==> src/rtl/seg_scan_display.sv <==
// Multiplexed seven-segment scan driver: shadowed digit data, hex decode,
// per-digit enable/dp/blink, programmable scan rate and anti-ghosting blank window.
module seg_scan_display #(
    parameter int NUM_DIGITS     = 8,
    parameter int SCAN_DIV       = 1024,
    parameter int BLANK_CYCLES   = 16,
    parameter int BLINK_FRAMES   = 64,
    parameter int DS_ACTIVE_LOW  = 1,
    parameter int SEG_ACTIVE_LOW = 0
) (
    input  logic                    clk,
    input  logic                    rst,
    input  logic [4*NUM_DIGITS-1:0] digits_in,
    input  logic [NUM_DIGITS-1:0]   dp_in,
    input  logic [NUM_DIGITS-1:0]   en_in,
    input  logic [NUM_DIGITS-1:0]   blink_in,
    input  logic                    load,
    output logic [NUM_DIGITS-1:0]   ds,
    output logic [7:0]              seg
);

    localparam int IDX_W = (NUM_DIGITS > 1) ? $clog2(NUM_DIGITS) : 1;
    localparam int CNT_W = (SCAN_DIV > 1) ? $clog2(SCAN_DIV) : 1;
    localparam logic [CNT_W-1:0] CNT_LAST = CNT_W'(SCAN_DIV - 1);
    localparam logic [IDX_W-1:0] IDX_LAST = IDX_W'(NUM_DIGITS - 1);
    // Idle levels of the pins after polarity; XOR with these applies polarity.
    localparam logic [NUM_DIGITS-1:0] DS_OFF  = (DS_ACTIVE_LOW != 0) ? {NUM_DIGITS{1'b1}} : {NUM_DIGITS{1'b0}};
    localparam logic [7:0]            SEG_OFF = (SEG_ACTIVE_LOW != 0) ? 8'hFF : 8'h00;

    function automatic logic [6:0] hex_decode(input logic [3:0] v);
        logic [6:0] s;
        case (v)
            4'h0: s = 7'h3F;
            4'h1: s = 7'h06;
            4'h2: s = 7'h5B;
            4'h3: s = 7'h4F;
            4'h4: s = 7'h66;
            4'h5: s = 7'h6D;
            4'h6: s = 7'h7D;
            4'h7: s = 7'h07;
            4'h8: s = 7'h7F;
            4'h9: s = 7'h6F;
            4'hA: s = 7'h77;
            4'hB: s = 7'h7C;
            4'hC: s = 7'h39;
            4'hD: s = 7'h5E;
            4'hE: s = 7'h79;
            default: s = 7'h71;
        endcase
        return s;
    endfunction

    logic [4*NUM_DIGITS-1:0] shadow_digits;
    logic [NUM_DIGITS-1:0]   shadow_dp;
    logic [NUM_DIGITS-1:0]   shadow_en;
    logic [NUM_DIGITS-1:0]   shadow_blink;
    logic [CNT_W-1:0]        cnt;
    logic [IDX_W-1:0]        idx;
    logic                    phase;
    logic                    tick;

    always_ff @(posedge clk or posedge rst) begin
        if (rst) begin
            shadow_digits <= '0;
            shadow_dp     <= '0;
            shadow_en     <= '0;
            shadow_blink  <= '0;
        end else if (load) begin
            shadow_digits <= digits_in;
            shadow_dp     <= dp_in;
            shadow_en     <= en_in;
            shadow_blink  <= blink_in;
        end
    end

    assign tick = (cnt == CNT_LAST);

    always_ff @(posedge clk or posedge rst) begin
        if (rst) begin
            cnt <= '0;
            idx <= '0;
        end else begin
            cnt <= tick ? '0 : cnt + 1'b1;
            if (tick) begin
                idx <= (idx == IDX_LAST) ? '0 : idx + 1'b1;
            end
        end
    end

    generate
        if (BLINK_FRAMES > 0) begin : g_blink
            localparam int FRM_W = (BLINK_FRAMES > 1) ? $clog2(BLINK_FRAMES) : 1;
            localparam logic [FRM_W-1:0] FRM_LAST = FRM_W'(BLINK_FRAMES - 1);
            logic [FRM_W-1:0] frm;

            // One frame ends on the tick out of the last digit.
            always_ff @(posedge clk or posedge rst) begin
                if (rst) begin
                    frm   <= '0;
                    phase <= 1'b0;
                end else if (tick && (idx == IDX_LAST)) begin
                    if (frm == FRM_LAST) begin
                        frm   <= '0;
                        phase <= ~phase;
                    end else begin
                        frm <= frm + 1'b1;
                    end
                end
            end
        end else begin : g_no_blink
            assign phase = 1'b0;
        end
    endgenerate

    // ---- stage p0: select current digit's shadow data, decide blanking ----
    logic [3:0]            digit_p0;
    logic                  dp_p0;
    logic                  en_p0;
    logic                  blink_p0;
    logic                  blank_p0;
    logic [NUM_DIGITS-1:0] ds_p0;
    logic [7:0]            seg_p0;

    always_comb begin
        digit_p0 = '0;
        dp_p0    = 1'b0;
        en_p0    = 1'b0;
        blink_p0 = 1'b0;
        for (int k = 0; k < NUM_DIGITS; k++) begin
            if (idx == IDX_W'(k)) begin
                digit_p0 = shadow_digits[4*k +: 4];
                dp_p0    = shadow_dp[k];
                en_p0    = shadow_en[k];
                blink_p0 = shadow_blink[k];
            end
        end
        blank_p0 = (int'(cnt) < BLANK_CYCLES) || !en_p0 || (phase && blink_p0);
        ds_p0    = {{(NUM_DIGITS-1){1'b0}}, 1'b1} << idx;
        seg_p0   = {dp_p0, hex_decode(digit_p0)};
    end

    // ---- stage p1: registered pin drive with polarity applied ----
    always_ff @(posedge clk or posedge rst) begin
        if (rst) begin
            ds  <= DS_OFF;
            seg <= SEG_OFF;
        end else if (blank_p0) begin
            ds  <= DS_OFF;
            seg <= SEG_OFF;
        end else begin
            ds  <= ds_p0 ^ DS_OFF;
            seg <= seg_p0 ^ SEG_OFF;
        end
    end

    a_ds_onehot : assert property (@(posedge clk) disable iff (rst) $countones(ds ^ DS_OFF) <= 1);

endmodule

==> config.mk <==
export PLATFORM = sky130hd
export DESIGN_NAME = seg_scan_display
export DESIGN_NICKNAME = d
export VERILOG_FILES = /design/src/rtl/seg_scan_display.sv
export SDC_FILE = /design/constraint.sdc
export NUM_CORES = 1
export LEC_CHECK = 0
export ABC_CLOCK_PERIOD_IN_PS = 4200
export CAP_MARGIN = 10
export CORE_MARGIN = 5
export CORE_UTILIZATION = 35
export DETAILED_ROUTE_END_ITERATION = 6
export GPL_TIMING_DRIVEN = 0
export PLACE_DENSITY_LB_ADDON = 0.2
export SYNTH_ARGS = -nofsm -noshare
export SYNTH_HDL_FRONTEND = slang
export SYNTH_SLANG_ARGS = --single-unit
==> constraint.sdc <==
create_clock -name clk -period 4.2 [get_ports clk]
set_clock_uncertainty 0.05 [all_clocks]
set_input_delay 0.63 -clock clk [delete_from_list [all_inputs] [get_ports clk]]
set_output_delay 0.63 -clock clk [all_outputs]
set_load 0.01 [all_outputs]
After elaboration in Yosys (flattened, before gate mapping)
Memory sizes are Yosys's and may differ from the RTL's.
Cells that the tools add are included.

storage, ports and cells
  memory bits (read-only) = 112
  word-level logic and storage cells = 71
  output and inout port bits = 16
  input bits = 59
  flip-flop bits (word level) = 92
  memories = 1

cells by class
  equal/unequal tests = 9
  $lt $le $gt $ge = 1
  reduce and logical (&&, ||, !) cells = 7
  shift-type cells = 1
  bitwise gates (word level) = 2
  add/sub/neg operators = 3
  mux-type cells = 37

memory list
  name              depth  bits a word  read ports  clocked after memory_dff  wr ports  RTL line  RTL
  (name not given)  16     7            1           0                         0         32        case (v)

operators by type and width
  kind                                                                            count
  4-bit two-way mux                                                               8
  1-bit two-way mux                                                               24
  8-bit two-way mux                                                               2
  3-bit == test (second input constant)                                           4
  10-bit by 1-bit adder with 10-bit output (second input constant)                1
  10-bit == test (second input constant)                                          1
  10-bit by 5-bit less-than comparator with 1-bit output (second input constant)  1
  10-bit two-way mux                                                              1
  8-bit NOT                                                                       1
  1-bit by 3-bit left shift with 8-bit output (first input constant)              1
  6-bit by 1-bit adder with 6-bit output (second input constant)                  1
  3-bit by 2-bit == test with 1-bit output (second input constant)                2
  6-bit == test (second input constant)                                           1
  6-bit two-way mux                                                               1
  3-bit by 1-bit adder with 3-bit output (second input constant)                  1
  3-bit by 1-bit == test with 1-bit output (second input constant)                1
  3-bit zero test                                                                 1
  3-bit two-way mux                                                               1
  1-bit logical AND                                                               2
  1-bit logical OR                                                                2
  2-bit AND reduction                                                             1
  1-bit zero test                                                                 1
  1-bit NOT                                                                       1

Logic depth before layout (Yosys ltp)
Gate-level depths: netlist (run 1).

  depth after elaboration = 13
  mapped depth = 14
  depth with buffers taken out = 12

Least setup slack after synthesis (run 1)
No wires, ideal clock.

  path type = reg-to-reg
  start = register idx[2]
  end = register seg[3]
  path buffers = 1
  stages on the path, launching flop included = 13
  required time = 4.073 ns
  data arrival time = 2.712 ns
  setup slack = 1.361 ns
  clock period less this slack = 2.839 ns
  library setup time = 0.077 ns
  path through = dfrtp_1 clkinv_1 ha_1 buf_6 or2_4 a221oi_1 o22ai_1 a221oi_2 inv_1 ha_1 inv_1 a211o_1 a21oi_1

on the way
  longest elaborated chain between the ends = 13
  elaborated cells on any way between the ends = 38
  those cells by class = eq/ne (7); mux (25); reduce/logical (5); memory (1)

RTL lines
  what                                                                             RTL line  RTL
  start, declared                                                                  58        logic [IDX_W-1:0] idx;
  start signal, assigned                                                           85        idx <= (idx == IDX_LAST) ? '0 : idx + 1'b1;
  parallel branches: the longest is 12 deep, another holds memory read 16 x 7 bit  --
  8-bit two-way mux (*)                                                            147       end else if (blank_p0) begin
  end signal, assigned                                                             152       seg <= seg_p0 ^ SEG_OFF;
  end, declared                                                                    19        output logic [7:0] seg

Every way passes the cells marked *.
A chain may end at the register's enable or synchronous reset.

Worst setup path after layout (run 1)
Ends and elaborated chain as after synthesis.

==> results.tsv, run 1 <==
metric	value	unit
path_clk_slew	0.06	ns
initial_core_util	35.8	%
crit_chain	clkinv_1 > ha_1 > buf_6 > or2_4 > a221oi_1 > o22ai_1 > a221oi_2 > inv_1 > ha_1 > inv_1 > a211o_1 > a21oi_1	
clockBufferDepth	2	
cts_sinks	92	
outcome	finished, final reports clean	
finalCriticalPeriod	3.49	ns
grt_pass1_wl	17500	um
core_area	12100	um^2
grt_usage	15.2	%
post_dp_cell_area	5290	um^2
cp_num_buf_inv	4	
layout_commonest_cell	dfrtp_1	
vias	3208	
finalHoldViolations	0	
postCtsSetupBuffers	0	
syn_to_final_growth	29.1	%
layout_common_cells	dfrtp_1, clkdlybuf4s50_1, nand2_1	
syn_inst	392	
synthMuxAreaShare	11.7	%
crit_type	reg -> reg	
rsz0062_at_grt	false	
fin_cells	650	
top_level_ports	75	
p_per_area	365	nW/um^2
vdd_ir_drop_max	0.156	mV
io_buffers	73	
syn_avg_cell_area	11.0	um^2
fin_nets	550	
crit_path_start_kind	flip-flop	
htree_levels	3	
crit_family	compound AO/OA/AOI/OAI gates	
synth_xor_area_share	2.03	%
worstPathArrival	3.70	ns
drv_cap	0	
end_kind	flip-flop	
setup_viol	0	
hold_ws	0.450	ns
num_antenna_cells	0	
max_freq	286	MHz
yosysUniqueCellTypes	55	
cts_resized	0	
ys_ff_latch	92	
viasPerCell	4.94	
cts-root-buf	clkbuf_16	
post-dp-hpwl	7690	um
drc_errors	0	
hold_buffers	0	
synth_top_family_by_area	compound AO/OA/AOI/OAI gates	
dp_cells	634	
min_period_over_period	83.2	%
dieArea	14700	um^2
drtAntennaViolNets	0	
ys_seq_area_share	53.5	%
grt_pass1_vias	3426	
tritoncts	yes	
dr.pass1.iters	5	
drive_above_1_share	17.6	%
utilization	46.2	%
fp.dieW	121	um
ys_warn_count	0	
wl	10500	um
crit_slowest_cell	dfrtp_1	
cp_max_fo	10	
synthesis.area	4320	um^2
drtIter0Drc	179	
required	4.41	ns
rows	40	
place_ws	0.793	ns
slew-limit-headroom	54.7	%
worst_slew_pin_slew	0.669	ns
leakagePower	2.33	nW
synthSimpleGateAreaFrac	10.8	%
grt_max_degree	51	
synth_nets	465	
synth-edff-count	0	
crit_path_max_incr_delay	0.49	ns
grt_antenna_before_repair	0	
avgRoutedWirePerCell	16.2	um
hold_path.class	reg -> reg	
numCtsBuffers	9	
synth_compound_gate_area_share	13.5	%
synth_adder_area_share	4.06	%
synthArstFlopShare	100	%
finalInstanceArea	5580	um^2
gr-total-overflow	0	
synth_flop_cell	dfrtp_1	
clkLatencyLatePin	0.34	ns
gp_congestion	0.821	
die_h	121	um
setup_slack	0.707	ns
drv_slew	0	
-- cells in the mapped netlist (all sizes together) (2+ instances only) --
library cell	number	area share [%]
and2	4	0.64
nand3b	3	0.52
nand2	49	4.3
buf	10	1.5
a22oi	3	0.52
ha	14	4.1
a21o	2	0.38
or2	2	0.35
a221oi	8	1.8
clkbuf	9	0.78
mux2	45	12
o21ai	24	2.8
nor3	5	0.58
inv	22	1.9
nor2b	2	0.29
nor2	19	1.7
o211ai	3	0.52
xor2	3	0.61
xnor2	7	1.4
o21a	2	0.38
a21oi	20	2.3
and4	3	0.61
a211oi	3	0.52
dfrtp	84	49
nand3	9	1.0
a221o	4	0.93
o31a	2	0.43
o311ai	2	0.58
dfstp	8	4.9
a31oi	5	0.72
nand4	3	0.43
o22ai	2	0.29
-- per-layer routing --
| layer | wire (um) | up-vias | global-route usage (%) |
|---|---|---|---|
| met5 | 0 | - | 0 |
| met4 | 169 | 0 | 5.17 |
| met3 | 478 | 12 | 3.36 |
| met2 | 4970 | 81 | 24.5 |
| met1 | 4910 | 1562 | 20.3 |
| li1 | - | 1553 | - |
-- report_power, final --
group | internal, W | switching [W]
clock | 0.000461 | 0.000332
sequential | 0.000952 | 0.0000294
combinational | 0.000148 | 0.000112
-- flip-flops by register name (all words and copies together), names as in the netlist --
name           count
idx                3
ds                 8
seg                8
g_blink.frm        6
shadow_dp          8
shadow_blink       8
shadow_digits     32
shadow_en          8
cnt               10
phase              1
-- through the flow --
step	power, W	setup TNS, ns
5_1_grt	0.00213	0
4_1_cts	0.00206	0
2_1_floorplan	0.00113	0
3_3_place_gp	0.00125	-25.85
6_report	0.00203	0
3_5_place_dp	0.00126	0
-- path summary, 6_finish.rpt --
| path | start | to | slack [ns] | cells after the start |
|---|---|---|---|---|
| worst min-delay path | cnt[0] | cnt[0] | 0.45 | 1 |
| min in group asynchronous | rst | seg[0] | 0.65 | 2 |
| worst min register to register | cnt[0] | cnt[0] | 0.45 | 1 |
| worst max register to register | idx[2] | seg[3] | 0.71 | 12 |
| worst max-delay path | idx[2] | seg[3] | 0.71 | 12 |
| max in group asynchronous | rst | ds[7] | 2.78 | 3 |
-- cells by family (layout without fill, tap and decap cells) --
logic type | count (synthesis) | count (layout)
adder cells (fa/ha/maj) | 14 | 14
flip-flops | 92 | 92
AND/OR/NAND/NOR | 102 | 102
AO/OA/AOI/OAI | 87 | 87
multiplexers | 45 | 45
XOR/XNOR | 10 | 10
buffers and inverters | 42 | 132
-- final cells by class --
cell class                 instances  area [um^2]
inverter                          23         88.8
buffer                            19         98.8
fill                            1162         6490
timing repair buffer              74          758
multi-input combinational        258         1820
clock inverter                     4         50.0
clock buffer                      12          236
sequential                        92         2310
tap                              168          210
No activity file was read; power rests on OpenSTA's default activity.
==> run 2: changes to the inputs <==
- ABC_CLOCK_PERIOD_IN_PS: 4200 -> 3700
- clock period: 4.2 -> 3.7 ns (I/O delays scaled with it)
==> results.tsv, run 2 (synthesis gave the netlist of run 1 again) <==
metric	value	unit
rsz0062_at_grt	false	
clockBufferDepth	2	
leakagePower	2.33	nW
finalInstanceArea	5580	um^2
layout_common_cells	dfrtp_1, clkdlybuf4s50_1, nand2_1	
tritoncts	yes	
cts_sinks	92	
fp.dieW	121	um
cts-root-buf	clkbuf_16	
grt_pass1_wl	17500	um
drc_errors	0	
top_layer	met4	
drtAntennaViolNets	0	
place_ws	0.293	ns
crit_type	reg -> reg	
rows	40	
wl_met3	511	um
worstPathArrival	3.61	ns
vdd_ir_drop_max	0.177	mV
largestRegisters	shadow_digits: 32 flops, cnt: 10 flops	
htree_levels	3	
largest_register_ffs	32	
postCtsSetupBuffers	0	
drv_cap	0	
outcome	finished, final reports clean	
wl_met2	5010	um
gr-total-overflow	0	
setup_viol	0	
drive_above_1_share	17.8	%
path_clk_slew	0.06	ns
min_period_over_period	91.9	%
die_h	121	um
crit_family	compound AO/OA/AOI/OAI gates	
finalHoldViolations	0	
slew-limit-headroom	54.7	%
grt_max_degree	51	
io_buffers	73	
viasPerCell	4.91	
fin_nets	550	
end_kind	flip-flop	
cp_max_fo	10	
dieArea	14700	um^2
drv_slew	0	
crit_path_start_kind	flip-flop	
top_level_ports	75	
grt_pass1_vias	3426	
fin_cells	650	
regMostFlops	shadow_digits	
layout_commonest_cell	dfrtp_1	
initial_core_util	35.8	%
drtIter0Drc	179	
grt_antenna_before_repair	0	
post-dp-hpwl	7690	um
wl	10500	um
p_per_area	415	nW/um^2
finalCriticalPeriod	3.40	ns
crit_path_max_incr_delay	0.52	ns
avgRoutedWirePerCell	16.2	um
crit_chain	clkinvlp_4 > ha_1 > buf_6 > or2_4 > a221oi_1 > o22ai_1 > a221oi_2 > inv_1 > ha_1 > inv_1 > a211o_1 > a21oi_1	
clkLatencyLatePin	0.34	ns
crit_slowest_cell	dfrtp_1	
drt-met1-wl	4910	um
cp_num_buf_inv	4	
post_dp_cell_area	5290	um^2
setup_slack	0.301	ns
core_area	12100	um^2
gp_congestion	0.821	
hold_path.class	reg -> reg	
numCtsBuffers	9	
grt_usage	15.2	%
required	3.91	ns
dr.pass1.iters	4	
dp_cells	634	
vias	3193	
worst_slew_pin_slew	0.669	ns
syn_to_final_growth	29.2	%
utilization	46.3	%
num_antenna_cells	0	
max_freq	294	MHz
==> run 2: cell count changes in the layout (fill, tap and decap cells not counted), sizes merged <==
cell	previous run	this run
clkinv	2	1
clkinvlp	2	3
==> run 2: worst reg2reg max path, cell delays in order, from the launching register on <==
cell and delay (ns):
dfrtp_1 0.52, clkinvlp_4 0.31, ha_1 0.28, buf_6 0.14
or2_4 0.25, a221oi_1 0.27, o22ai_1 0.17, a221oi_2 0.39
inv_1 0.16, ha_1 0.31, inv_1 0.06, a211o_1 0.26
a21oi_1 0.15
==> run 2: path summary, 6_finish.rpt <==
check,start,to,slack [ns],depth (start not counted)
min,cnt[0],cnt[0],0.45,1
max,idx[2],seg[3],0.30,12
max reg2reg,idx[2],seg[3],0.30,12
max in group asynchronous,rst,ds[7],2.35,3
min reg2reg,cnt[0],cnt[0],0.45,1
min in group asynchronous,rst,seg[0],0.57,2
==> run 2: area by class of cell <==
cell class              instances  area, um^2
inverters                      23        92.6
flip-flops and latches         92        2310
plain buffers                  19        98.8
repair buffers                 74         758
well taps                     168         210
multi-input cells             258        1820
clock inverters                 4        50.0
clock buffers                  12         236
fillers                      1162        6480
==> run 2: power breakdown <==
group	switching (W)	total (W)	internal (W)	leakage (nW)
Sequential	0.0000332	0.00111	0.00108	1.11
Clock	0.000380	0.000904	0.000523	0.133
Combinational	0.000127	0.000295	0.000168	1.08
Total	0.000541	0.00231	0.00177	2.33
==> run 2: stage by stage <==
stage	total power, W	hold slack, ns	setup TNS, ns
floorplan	0.00129	0.388	0
global placement	0.00142	0.414	-61.55
finish	0.00231	0.449	0
detailed placement	0.00143	0.427	0
CTS	0.00234	0.439	0
global route	0.00242	0.459	0
==> run 2: routing by layer <==
metal / vias up / track usage [%]
li1: 1554 / -
met1: 1554 / 20.3
met2: 79 / 24.5
met3: 6 / 3.36
met4: 0 / 5.17
met5: - / 0
==> run 2: timing repair <==
item,4_1_cts,5_1_grt
gates resized for setup,0,1
endpoints found under the setup margin,0,1
hold buffers,0,0
